### src/rtl/ctrl_pkg.sv
// Shared types and encodings for the multi-cycle processor control FSM.
package ctrl_pkg;

  typedef enum logic [2:0] {
    IDLE, FETCH, DECODE, EXEC, MEM, WB, HALTED, FAULT
  } state_t;

  typedef enum logic [3:0] {
    OP_ADD  = 4'b0000, OP_SUB  = 4'b0001, OP_AND = 4'b0010, OP_OR = 4'b0011,
    OP_ADDI = 4'b0100, OP_ORI  = 4'b0101, OP_LW  = 4'b0110, OP_SW = 4'b0111,
    OP_BEQ  = 4'b1000, OP_J    = 4'b1001, OP_HALT = 4'b1111
  } opcode_t;

  typedef enum logic [2:0] {
    ALU_ADD = 3'b000, ALU_SUB = 3'b001, ALU_AND = 3'b010, ALU_OR = 3'b011
  } alu_op_t;

  typedef enum logic [2:0] {
    CLS_ALU, CLS_LOAD, CLS_STORE, CLS_BRANCH, CLS_JUMP, CLS_HALT
  } cls_t;

  localparam logic [1:0] EXT_ZERO16 = 2'b00;
  localparam logic [1:0] EXT_SIGN16 = 2'b01;
  localparam logic [1:0] EXT_SIGN20 = 2'b10;

  localparam logic [1:0] PC_SRC_INC    = 2'b00;
  localparam logic [1:0] PC_SRC_BRANCH = 2'b01;
  localparam logic [1:0] PC_SRC_JUMP   = 2'b10;

  typedef struct packed {
    logic [1:0] ext_sel;
    alu_op_t    alu_op;
    cls_t       cls;
    logic       imm;
    logic       illegal;
  } dec_t;

endpackage

### src/rtl/ctrl_decode.sv
// Combinational opcode decoder: extender select, ALU op, instruction class, illegal flag.
module ctrl_decode
  import ctrl_pkg::*;
(
  input  logic [3:0] op,
  output dec_t       dec
);

  always_comb begin
    dec = '{ext_sel: EXT_ZERO16, alu_op: ALU_ADD, cls: CLS_ALU, imm: 1'b0, illegal: 1'b0};
    case (op)
      OP_ADD:  dec.alu_op = ALU_ADD;
      OP_SUB:  dec.alu_op = ALU_SUB;
      OP_AND:  dec.alu_op = ALU_AND;
      OP_OR:   dec.alu_op = ALU_OR;
      OP_ADDI: begin dec.ext_sel = EXT_SIGN16; dec.imm = 1'b1; end
      OP_ORI:  begin dec.alu_op = ALU_OR; dec.imm = 1'b1; end
      OP_LW:   begin dec.ext_sel = EXT_SIGN16; dec.imm = 1'b1; dec.cls = CLS_LOAD; end
      OP_SW:   begin dec.ext_sel = EXT_SIGN16; dec.imm = 1'b1; dec.cls = CLS_STORE; end
      OP_BEQ:  begin dec.ext_sel = EXT_SIGN20; dec.alu_op = ALU_SUB; dec.cls = CLS_BRANCH; end
      OP_J:    begin dec.ext_sel = EXT_SIGN20; dec.cls = CLS_JUMP; end
      OP_HALT: dec.cls = CLS_HALT;
      default: dec.illegal = 1'b1;
    endcase
  end

endmodule

### src/rtl/multicycle_ctrl.sv
// Multi-cycle control FSM: fetch/decode/exec/mem/writeback sequencing with memory
// handshake timeout. Ack- and zero-dependent pulses are combinational; the rest registered.
module multicycle_ctrl
  import ctrl_pkg::*;
#(
  parameter int MEM_TIMEOUT = 16
) (
  input  logic        clk_i,
  input  logic        rst_i,
  input  logic        start_i,
  input  logic [31:0] instr_i,
  input  logic        zero_i,
  input  logic        mem_ack_i,
  output logic        mem_req_o,
  output logic        mem_we_o,
  output logic        ir_we_o,
  output logic        pc_we_o,
  output logic [1:0]  pc_src_o,
  output logic [1:0]  ext_sel_o,
  output logic [2:0]  alu_op_o,
  output logic        alu_src_o,
  output logic        rf_we_o,
  output logic        wb_sel_o,
  output logic        halt_o,
  output logic        fault_o
);

  localparam int CW = (MEM_TIMEOUT > 2) ? $clog2(MEM_TIMEOUT) : 1;

  state_t        state, nxt;
  logic [3:0]    op;
  logic [3:0]    op_nxt;
  logic [CW-1:0] wait_cnt;
  logic          timeout;
  dec_t          dec;
  logic          unused_ok;

  assign unused_ok = ^instr_i[27:0];

  // In DECODE the decoder sees the incoming opcode; elsewhere the latched one.
  assign op_nxt  = (state == DECODE) ? instr_i[31:28] : op;
  assign timeout = !mem_ack_i && (wait_cnt == CW'(MEM_TIMEOUT - 1));

  ctrl_decode u_dec (.op(op_nxt), .dec(dec));

  always_comb begin
    nxt = state;
    case (state)
      IDLE:    if (start_i) nxt = FETCH;
      FETCH:   if (mem_ack_i) nxt = DECODE;
               else if (timeout) nxt = FAULT;
      DECODE:  if (dec.illegal) nxt = FAULT;
               else if (dec.cls == CLS_HALT) nxt = HALTED;
               else nxt = EXEC;
      EXEC:    case (dec.cls)
                 CLS_LOAD, CLS_STORE:  nxt = MEM;
                 CLS_BRANCH, CLS_JUMP: nxt = FETCH;
                 default:              nxt = WB;
               endcase
      MEM:     if (mem_ack_i) nxt = (dec.cls == CLS_STORE) ? FETCH : WB;
               else if (timeout) nxt = FAULT;
      WB:      nxt = FETCH;
      HALTED:  if (start_i) nxt = FETCH;
      FAULT:   nxt = FAULT;
      default: nxt = IDLE;
    endcase
  end

  always_comb begin
    ir_we_o  = (state == FETCH) && mem_ack_i;
    pc_we_o  = ir_we_o;
    pc_src_o = PC_SRC_INC;
    if (state == EXEC && dec.cls == CLS_BRANCH) begin
      pc_src_o = PC_SRC_BRANCH;
      pc_we_o  = zero_i;
    end else if (state == EXEC && dec.cls == CLS_JUMP) begin
      pc_src_o = PC_SRC_JUMP;
      pc_we_o  = 1'b1;
    end
  end

  always_ff @(posedge clk_i or posedge rst_i) begin
    if (rst_i) begin
      state     <= IDLE;
      op        <= 4'b0000;
      ext_sel_o <= EXT_ZERO16;
      alu_op_o  <= ALU_ADD;
      wait_cnt  <= '0;
      mem_req_o <= 1'b0;
      mem_we_o  <= 1'b0;
      alu_src_o <= 1'b0;
      rf_we_o   <= 1'b0;
      wb_sel_o  <= 1'b0;
      halt_o    <= 1'b0;
      fault_o   <= 1'b0;
    end else begin
      state <= nxt;
      if (state == DECODE) begin
        op        <= op_nxt;
        ext_sel_o <= dec.ext_sel;
        alu_op_o  <= dec.alu_op;
      end
      // FETCH/MEM are only ever entered from a different state, so a change clears.
      if (nxt != state)                     wait_cnt <= '0;
      else if (state == FETCH || state == MEM) wait_cnt <= wait_cnt + 1'b1;
      mem_req_o <= (nxt == FETCH) || (nxt == MEM);
      mem_we_o  <= (nxt == MEM) && (dec.cls == CLS_STORE);
      alu_src_o <= (nxt == EXEC) && dec.imm;
      rf_we_o   <= (nxt == WB);
      wb_sel_o  <= (nxt == WB) && (dec.cls == CLS_LOAD);
      halt_o    <= (nxt == HALTED);
      fault_o   <= (nxt == FAULT);
    end
  end

endmodule

### config.mk
export PLATFORM = sky130hd
export DESIGN_NAME = multicycle_ctrl
export DESIGN_NICKNAME = d
export VERILOG_FILES = /design/src/rtl/ctrl_pkg.sv /design/src/rtl/ctrl_decode.sv /design/src/rtl/multicycle_ctrl.sv
export SDC_FILE = /design/constraint.sdc
export NUM_CORES = 1
export LEC_CHECK = 0
export CAP_MARGIN = 10
export CORE_MARGIN = 2
export CORE_UTILIZATION = 40
export CTS_CLUSTER_SIZE = 12
export DETAILED_ROUTE_END_ITERATION = 8
export GPL_TIMING_DRIVEN = 0
export MAX_ROUTING_LAYER = met4
export PLACE_DENSITY = 0.76
export SKIP_CTS_REPAIR_TIMING = 1
export SYNTH_ARGS = -nofsm -noshare
export SYNTH_HDL_FRONTEND = slang
export SYNTH_SLANG_ARGS = --single-unit
export TNS_END_PERCENT = 100
### constraint.sdc
create_clock -name clk_i -period 2.3 [get_ports clk_i]
set_input_delay 0.69 -clock clk_i [delete_from_list [all_inputs] [get_ports clk_i]]
set_output_delay 0.69 -clock clk_i [all_outputs]
set_load 0.1 [all_outputs]
# Word level (Yosys, flattened, before mapping)
# Index checks and enable logic that the tools add are counted.
# W data, S select, Z words.
# word_totals
reg_bits,23
wordCells,85
out_inout_bits,16
in_bits,37
# op_classes
mux,20
n_reduce_logical,22
eq_ne,30
add_sub_neg,1
# op_table
op,count
$eq A3 B3 Y1 const B,10
$mux W3,7
$pmux W3 S7,1
$eq A4 B3 Y1 const B,4
$eq A4 B4 Y1 const B,4
$eq A3 B2 Y1 const B,5
$pmux W3 S5,1
$mux W4,3
$reduce_or A2 Y1,6
$reduce_or A11 Y1,1
$eq A3 B1 Y1 const B,3
$eq A4 B2 Y1 const B,2
$logic_and A1 B1 Y1,7
$pmux W2 S3,1
$pmux W3 S2,1
$add A4 B1 Y4 const B,1
$eq A4 B1 Y1 const B,1
$logic_not A4 Y1,1
$mux W2,2
$pmux W2 S2,1
$reduce_or A4 Y1,1
$logic_not A3 Y1,1
$mux W1,3
$ne A3 B3 Y1,1
4 further kinds,5

# Depth between registers and ports, before layout
# Gate-level depths: netlist of the first run.
# logic_depth
depth_word,10
mapped_depth,6
ltp_nobuf,6

# Modules after synthesis
# A second synthesis of the first run with hierarchy kept.
# hier_totals
hier_cells,145
area_unflattened_um2,1436.4
# modules_own_cells
module,seq_area_each_um2,cells_per_inst,n_inst,area_each_um2
multicycle_ctrl,575.6,124,1,1295.0
ctrl_decode,0.0,21,1,141.4

# Least setup slack after synthesis of the first run
# Ideal clock, no wire load.
# synth_path
kind,input port to output port
startpoint,input port mem_ack_i
endpoint,output port pc_we_o
required_ns,1.610
path_stages,3
slack_ns,-2.473
t_arrival_ns,4.083
cell_sequence,nor2b_1 nor3b_1 o21bai_1
# synth_between
elab_chain_cells,3
# synth_lines
item,line,source
start: declaration,multicycle_ctrl.sv:13,"input logic mem_ack_i,"
$logic_and A1 B1 Y1,multicycle_ctrl.sv:70,ir_we_o = (state == FETCH) && mem_ack_i;
net ir_we_o,multicycle_ctrl.sv:16,"output logic ir_we_o,"
$mux W1,multicycle_ctrl.sv:76,end else if (state == EXEC && dec.cls == CLS_JUMP) begin
$mux W1,multicycle_ctrl.sv:73,if (state == EXEC && dec.cls == CLS_BRANCH) begin
end: declaration,multicycle_ctrl.sv:17,"output logic pc_we_o,"
# The timed path passes the listed nets, and every way through them passes these cells.

# Worst setup path after layout of the first run
# layout_path
startpoint,input port instr_i[28]
endpoint,output port pc_we_o
# layout_between
elab_chain_cells,7
elab_cells_between_ends,13
classes_between,eq/ne: 7; mux: 4; reduce/logical: 2
# layout_lines
item,line,source
start: declaration,multicycle_ctrl.sv:11,"input logic [31:0] instr_i,"
$mux W4 *,multicycle_ctrl.sv:41,assign op_nxt = (state == DECODE) ? instr_i[31:28] : op;
$eq A4 B4 Y1 or $eq A4 B3 Y1 (tied branches),ctrl_decode.sv:11,case (op)
$pmux W3 S5 *,ctrl_decode.sv:11,
$eq A3 B3 Y1,multicycle_ctrl.sv:76,
$logic_and A1 B1 Y1,multicycle_ctrl.sv:76,
$mux W1,multicycle_ctrl.sv:76,
$mux W1 *,multicycle_ctrl.sv:73,
# Every way passes the cells marked *; elsewhere a longest branch is shown, timed or not.

==> impl_metrics.env, run 1 <==
export IMPL_vias=1133
export IMPL_clk_path_buf_depth=2
export IMPL_first_pass_iters=4
export IMPL_finalInstanceArea_um2=1810
export IMPL_r2r_start="wait_cnt[0]"
export IMPL_tns_ns=-0.876
export IMPL_hold_class="flip-flop to flip-flop"
export IMPL_grt_pass1_vias=1029
export IMPL_synth_seq_cells=22
export IMPL_setup_viol=4
export IMPL_required_ns=1.61
export IMPL_synthArstFlopShare_pct=100
export IMPL_max_vdd_ir_drop_v=0.000723
export IMPL_tritoncts="done"
export IMPL_rsz0062_at_grt="yes"
export IMPL_cts_htree_levels=1
export IMPL_grt_overflow=0
export IMPL_whs_path_depth=2
export IMPL_worstSetupEndpointType="output pin"
export IMPL_path_clk_slew_ns=0.13
export IMPL_finalWeightedCongestion=0.888
export IMPL_p_leak_nw=0.971
export IMPL_die_x_um=59.4
export IMPL_critPathArrivalTime_ns=1.93
export IMPL_syn_num_nets=167
export IMPL_placementRows=20
export IMPL_cp_max_fo=5
export IMPL_grt_pass1_wl_mm=4.68
export IMPL_n_antenna_cell=0
export IMPL_ys_warn_count=0
export IMPL_cts_sinks=22
export IMPL_timing_fmax_mhz=382
export IMPL_rr_endpoint="mem_we_o"
export IMPL_core_region_area_um2=2980
export IMPL_worst_slew_pin_transition_ns=0.969
export IMPL_synth_seq_area_share_pct=44.8
export IMPL_layout_drive_gt1_share_pct=27.4
export IMPL_start_util_pct=41.3
export IMPL_port_buffers=23
export IMPL_syn_to_final_growth_pct=47.6
export IMPL_pre_cts_slack_ns=-1.34
export IMPL_wl_per_cell_um=15.3
export IMPL_min_from="alu_op_o[0]"
export IMPL_dieArea_um2=3530
export IMPL_grt_max_degree=23
export IMPL_placement_cell_area_um2=1560
export IMPL_min_to="alu_op_o[0]"
export IMPL_worstSkewPairLatency_ns=0.32
export IMPL_maxSlewHeadroom_pct=35.3
export IMPL_synth_edff_count=0
export IMPL_post_route_drc_count=0
export IMPL_start_kind="primary input"
export IMPL_syn_area_um2=1230
export IMPL_grt_antenna_before_repair=0
export IMPL_layout_nets=207
export IMPL_powerDensity_nw_per_um2=1570
export IMPL_finalPower_w=0.00285
export IMPL_synth_ff_type="dfrtp_1"
export IMPL_worstSetupPathType="primary input to output pin"
export IMPL_syn_inst=129
export IMPL_hold_ws_ns=0.497
export IMPL_finalWirelength_mm=3.08
export IMPL_violations="negative setup slack"
export IMPL_outcome="finished with violations"
export IMPL_hold_viol=0
export IMPL_fin_crit_ns=2.62
export IMPL_finClkSkew_ns=0.00894
export IMPL_ios=53
export IMPL_ys_types=45
export IMPL_dieHeight_um=59.4
export IMPL_timing_reg2reg_setup_slack_ns=0.18
export IMPL_drv_cap=0
export IMPL_drv_slew=0
export IMPL_reg2reg_depth=6
export IMPL_grtUsageTotal_pct=18.5
export IMPL_dp_hpwl_mm=2.09
export IMPL_fin_ws_ns=-0.320
export IMPL_via_per_inst=5.64
export IMPL_clockRootBuffer="clkbuf_4"
export IMPL_drtIter0Drc=32
export IMPL_ant_nets=0
export IMPL_cts_buffers=3
export IMPL_final_period_utilization_pct=114
export IMPL_syn_area_per_cell_um2=9.52
-- cell families after synthesis --
group | share of synthesized area (%)
AOI/OAI and AO/OA | 18.8
xor gates and xnor gates | 2.85
adders and majority gates | 1.02
buffers and inverters | 5.09
DFF | 44.8
muxes | 1.63
other | 0.305
and+or+nand+nor | 25.5
-- report_power, final --
| part | total (W) | internal [W] | switching (W) |
|---|---|---|---|
| Combinational | 0.00193 | 0.000705 | 0.00123 |
| Sequential | 0.000622 | 0.000521 | 0.000101 |
| Clock | 0.000297 | 0.000176 | 0.000120 |
-- layout make-up --
| cell class | count | area [um^2] |
|---|---|---|
| sequential | 22 | 553 |
| tap | 33 | 41.3 |
| timing repair buffer | 35 | 399 |
| fill | 228 | 1160 |
| clock inverter | 1 | 30.0 |
| inverter | 8 | 36.3 |
| clock buffer | 3 | 22.5 |
| multi-input combinational | 94 | 688 |
| buffer | 5 | 42.5 |
-- layout by cell type (no fill, tap or decap), types with 3 or more instances in the layout --
cell	instances
a21oi_1	6
and2_1	3
buf_12	5
buf_4	12
buf_6	3
clkbuf_4	3
clkdlybuf4s50_1	7
dfrtp_1	20
dlymetal6s2s_1	11
inv_1	6
nand2_1	16
nor2_1	12
nor2_4	3
o21ai_0	4
xor2_1	3
-- cells in the mapped netlist (all sizes together), types with 2 or more instances --
master	instances	area [um^2]
a211o	2	17.5
and2	3	18.8
a221oi	2	17.5
nor2	15	56.3
or3b	2	20.0
inv	8	30.0
a2bb2oi	2	23.8
a21oi	6	30.0
a2111oi	2	30.0
nand2b	2	12.5
nor3b	2	15.0
nand3b	2	15.0
nand2	16	60.1
mux2i	2	20.0
o21ai	5	28.8
nand4b	2	32.5
nor3	2	10.0
dfrtp	22	551
nand3	2	10.0
buf	5	32.5
nor2b	3	18.8
a22o	2	17.5
xor2	3	26.3
-- worst max-delay path: stages --
cell and delay [ns]:
clkdlybuf4s50_1 0.52, mux2i_4 0.28, inv_4 0.09, nor2_4 0.11, o21bai_4 0.07, buf_12 0.17
-- routing by layer --
metal	vias to the layer above	part of all wire [%]	track usage [%]	wire (um)
met1	551	44	24.2	1350
met3	5	3.8	2.18	117
li1	535	-	-	-
met5	-	0	-	0
met2	42	50	27.9	1550
met4	0	2.1	9.74	65
-- flip-flops by register name, indices dropped and copies added (netlist names) --
name and flops:
fault_o 1, alu_src_o 1, mem_we_o 1, rf_we_o 1
wait_cnt 4, op 4, ext_sel_o 2, wb_sel_o 1
alu_op_o 2, halt_o 1, state 3, mem_req_o 1
-- metrics by stage --
| stage | instances | utilization, % |
|---|---|---|
| after floorplan | 129 | - |
| after global placement | 185 | 52.4 |
| after detailed placement | 185 | 52.4 |
| after CTS | 189 | 54.2 |
| after global routing | 201 | 60.9 |
| final | 201 | 60.9 |
-- worst max-delay path by stage --
stage                     start      end  slack [ns]  cells past startpoint
floorplan             mem_ack_i  pc_we_o       -0.54                      3
global route           state[2]  pc_we_o       -0.36                      6
global placement      mem_ack_i  pc_we_o       -1.31                      5
detailed placement    mem_ack_i  pc_we_o       -1.34                      5
finish              instr_i[28]  pc_we_o       -0.32                      6
CTS                    state[0]  pc_we_o       -1.36                      6
Power figures use the tool's default switching activity.
==> run 2: changes to the inputs <==
Settings changed: DONT_BUFFER_PORTS from default to 1, PLACE_DENSITY 0.76 to default.
==> run 2 against run 1 <==
Effect of this change: final cell count down 12%; routed wire length is 12% lower; worst setup slack got worse by 0.43 ns; non-clock buffer count fell by 25; the run still ends with negative setup slack left; sequential share of layout area up 7.0 points; highest routed layer unchanged; critical path type is now flip-flop to output pin; sequential cell count did not move.
==> impl_metrics.env, run 2 (same netlist as run 1, synthesis figures left out) <==
export IMPL_worstSetupPathType="flip-flop to output pin"
export IMPL_cts_sinks=22
export IMPL_cp_buffers_inverters=1
export IMPL_cts_htree_levels=1
export IMPL_r2r_start="wait_cnt[0]"
export IMPL_finalInstanceArea_um2=1480
export IMPL_grt_max_degree=23
export IMPL_powerDensity_nw_per_um2=1740
export IMPL_pre_cts_slack_ns=-0.572
export IMPL_finalWeightedCongestion=0.813
export IMPL_maxSlewHeadroom_pct=28.7
export IMPL_layout_nets=182
export IMPL_syn_to_final_growth_pct=20.2
export IMPL_max_vdd_ir_drop_v=0.000814
export IMPL_grt_overflow=0
export IMPL_outcome="finished with violations"
export IMPL_crit_start="state[1]"
export IMPL_worstSkewPairLatency_ns=0.30
export IMPL_die_x_um=59.4
export IMPL_dieArea_um2=3530
export IMPL_ant_nets=0
export IMPL_core_region_area_um2=2980
export IMPL_mostFrequentLayoutCells="dfrtp_1 (20), nand2_1 (16), nor2_1 (13)"
export IMPL_via_per_inst=5.90
export IMPL_start_kind="flip-flop"
export IMPL_violations="negative setup slack"
export IMPL_critPathSlowestCell="nor3b_4"
export IMPL_final_period_utilization_pct=133
export IMPL_fin_ws_ns=-0.753
export IMPL_grt_pass1_vias=960
export IMPL_first_pass_iters=4
export IMPL_dp_hpwl_mm=1.93
export IMPL_hold_class="primary input to asynchronous set/reset pin"
export IMPL_grt_pass1_wl_mm=4.43
export IMPL_cp_max_fo=4
export IMPL_worst_slew_pin_transition_ns=1.07
export IMPL_max_stage_delay_ns=0.88
export IMPL_fin_cells=176
export IMPL_tritoncts="done"
export IMPL_cp_cell_sequence="buf_6 > nor2b_4 > nor3b_4 > o21bai_4"
export IMPL_required_ns=1.61
export IMPL_worstSetupEndpointType="output pin"
export IMPL_cts_buffers=3
export IMPL_grt_antenna_before_repair=0
export IMPL_timing_fmax_mhz=328
export IMPL_setup_viol=4
export IMPL_port_buffers=0
export IMPL_finClkSkew_ns=0.00304
export IMPL_vias=1039
export IMPL_post_route_drc_count=0
export IMPL_critPathArrivalTime_ns=2.36
export IMPL_rsz0062_at_grt="yes"
export IMPL_placement_cell_area_um2=1330
export IMPL_ios=53
export IMPL_final_common_cell="dfrtp_1"
export IMPL_start_util_pct=41.3
export IMPL_grtUsageTotal_pct=17.3
export IMPL_clockRootBuffer="clkbuf_4"
export IMPL_p_leak_nw=0.673
export IMPL_drv_cap=0
export IMPL_wl_per_cell_um=15.4
export IMPL_drtIter0Drc=25
export IMPL_path_clk_slew_ns=0.13
export IMPL_fin_crit_ns=3.05
export IMPL_clk_path_buf_depth=2
export IMPL_hold_ws_ns=0.411
export IMPL_placementRows=20
export IMPL_layout_drive_gt1_share_pct=25.9
export IMPL_reg_largest_list="op: 4 flops, wait_cnt: 4 flops, state: 3 flops"
export IMPL_dieHeight_um=59.4
export IMPL_cp_top_family="simple AND/OR/NAND/NOR gates"
export IMPL_n_antenna_cell=0
export IMPL_hold_viol=0
export IMPL_drv_slew=0
export IMPL_finalWirelength_mm=2.70
export IMPL_dpl_cell_count=162
export IMPL_finalPower_w=0.00256
-- run 2: worst paths after layout --
check,to,slack (ns),cells past startpoint
max in group asynchronous,state[0],1.34,1
min in group clk_i,op[2],0.50,2
max,pc_we_o,-0.75,4
min,halt_o,0.41,1
max reg2reg,mem_we_o,0.15,6
min reg2reg,op[3],0.52,2
-- run 2: routing by layer --
layer / track usage (%) / share of wire, % / up-vias
li1: - / - / 488
met1: 24.7 / 47 / 510
met2: 24.6 / 47 / 37
met3: 2.62 / 4.8 / 4
met4: 6.82 / 1.3 / 0
met5: - / 0 / -
-- run 2: stage by stage --
stage	setup TNS [ns]	util (%)
6_report	-2.11	49.6
3_5_place_dp	-1.02	44.7
3_3_place_gp	-0.981	44.7
4_1_cts	-2.49	46.4
2_1_floorplan	-0.650	-
5_1_grt	-2.54	49.6
-- run 2: area by class of cell --
class	count	area [um^2]
buffer	5	38.8
clock buffer	3	22.5
clock inverter	1	30.0
fill	289	1500
inverter	8	32.5
multi-input combinational	94	676
sequential	22	553
tap	33	41.3
timing repair buffer	10	82.6
-- run 2: power by group --
part / total (W) / internal, W / switching [W] / leakage, nW
clock network: 0.000295 / 0.000176 / 0.000119 / 0.0279
logic: 0.00120 / 0.000501 / 0.000695 / 0.358
registers: 0.00107 / 0.000512 / 0.000560 / 0.286
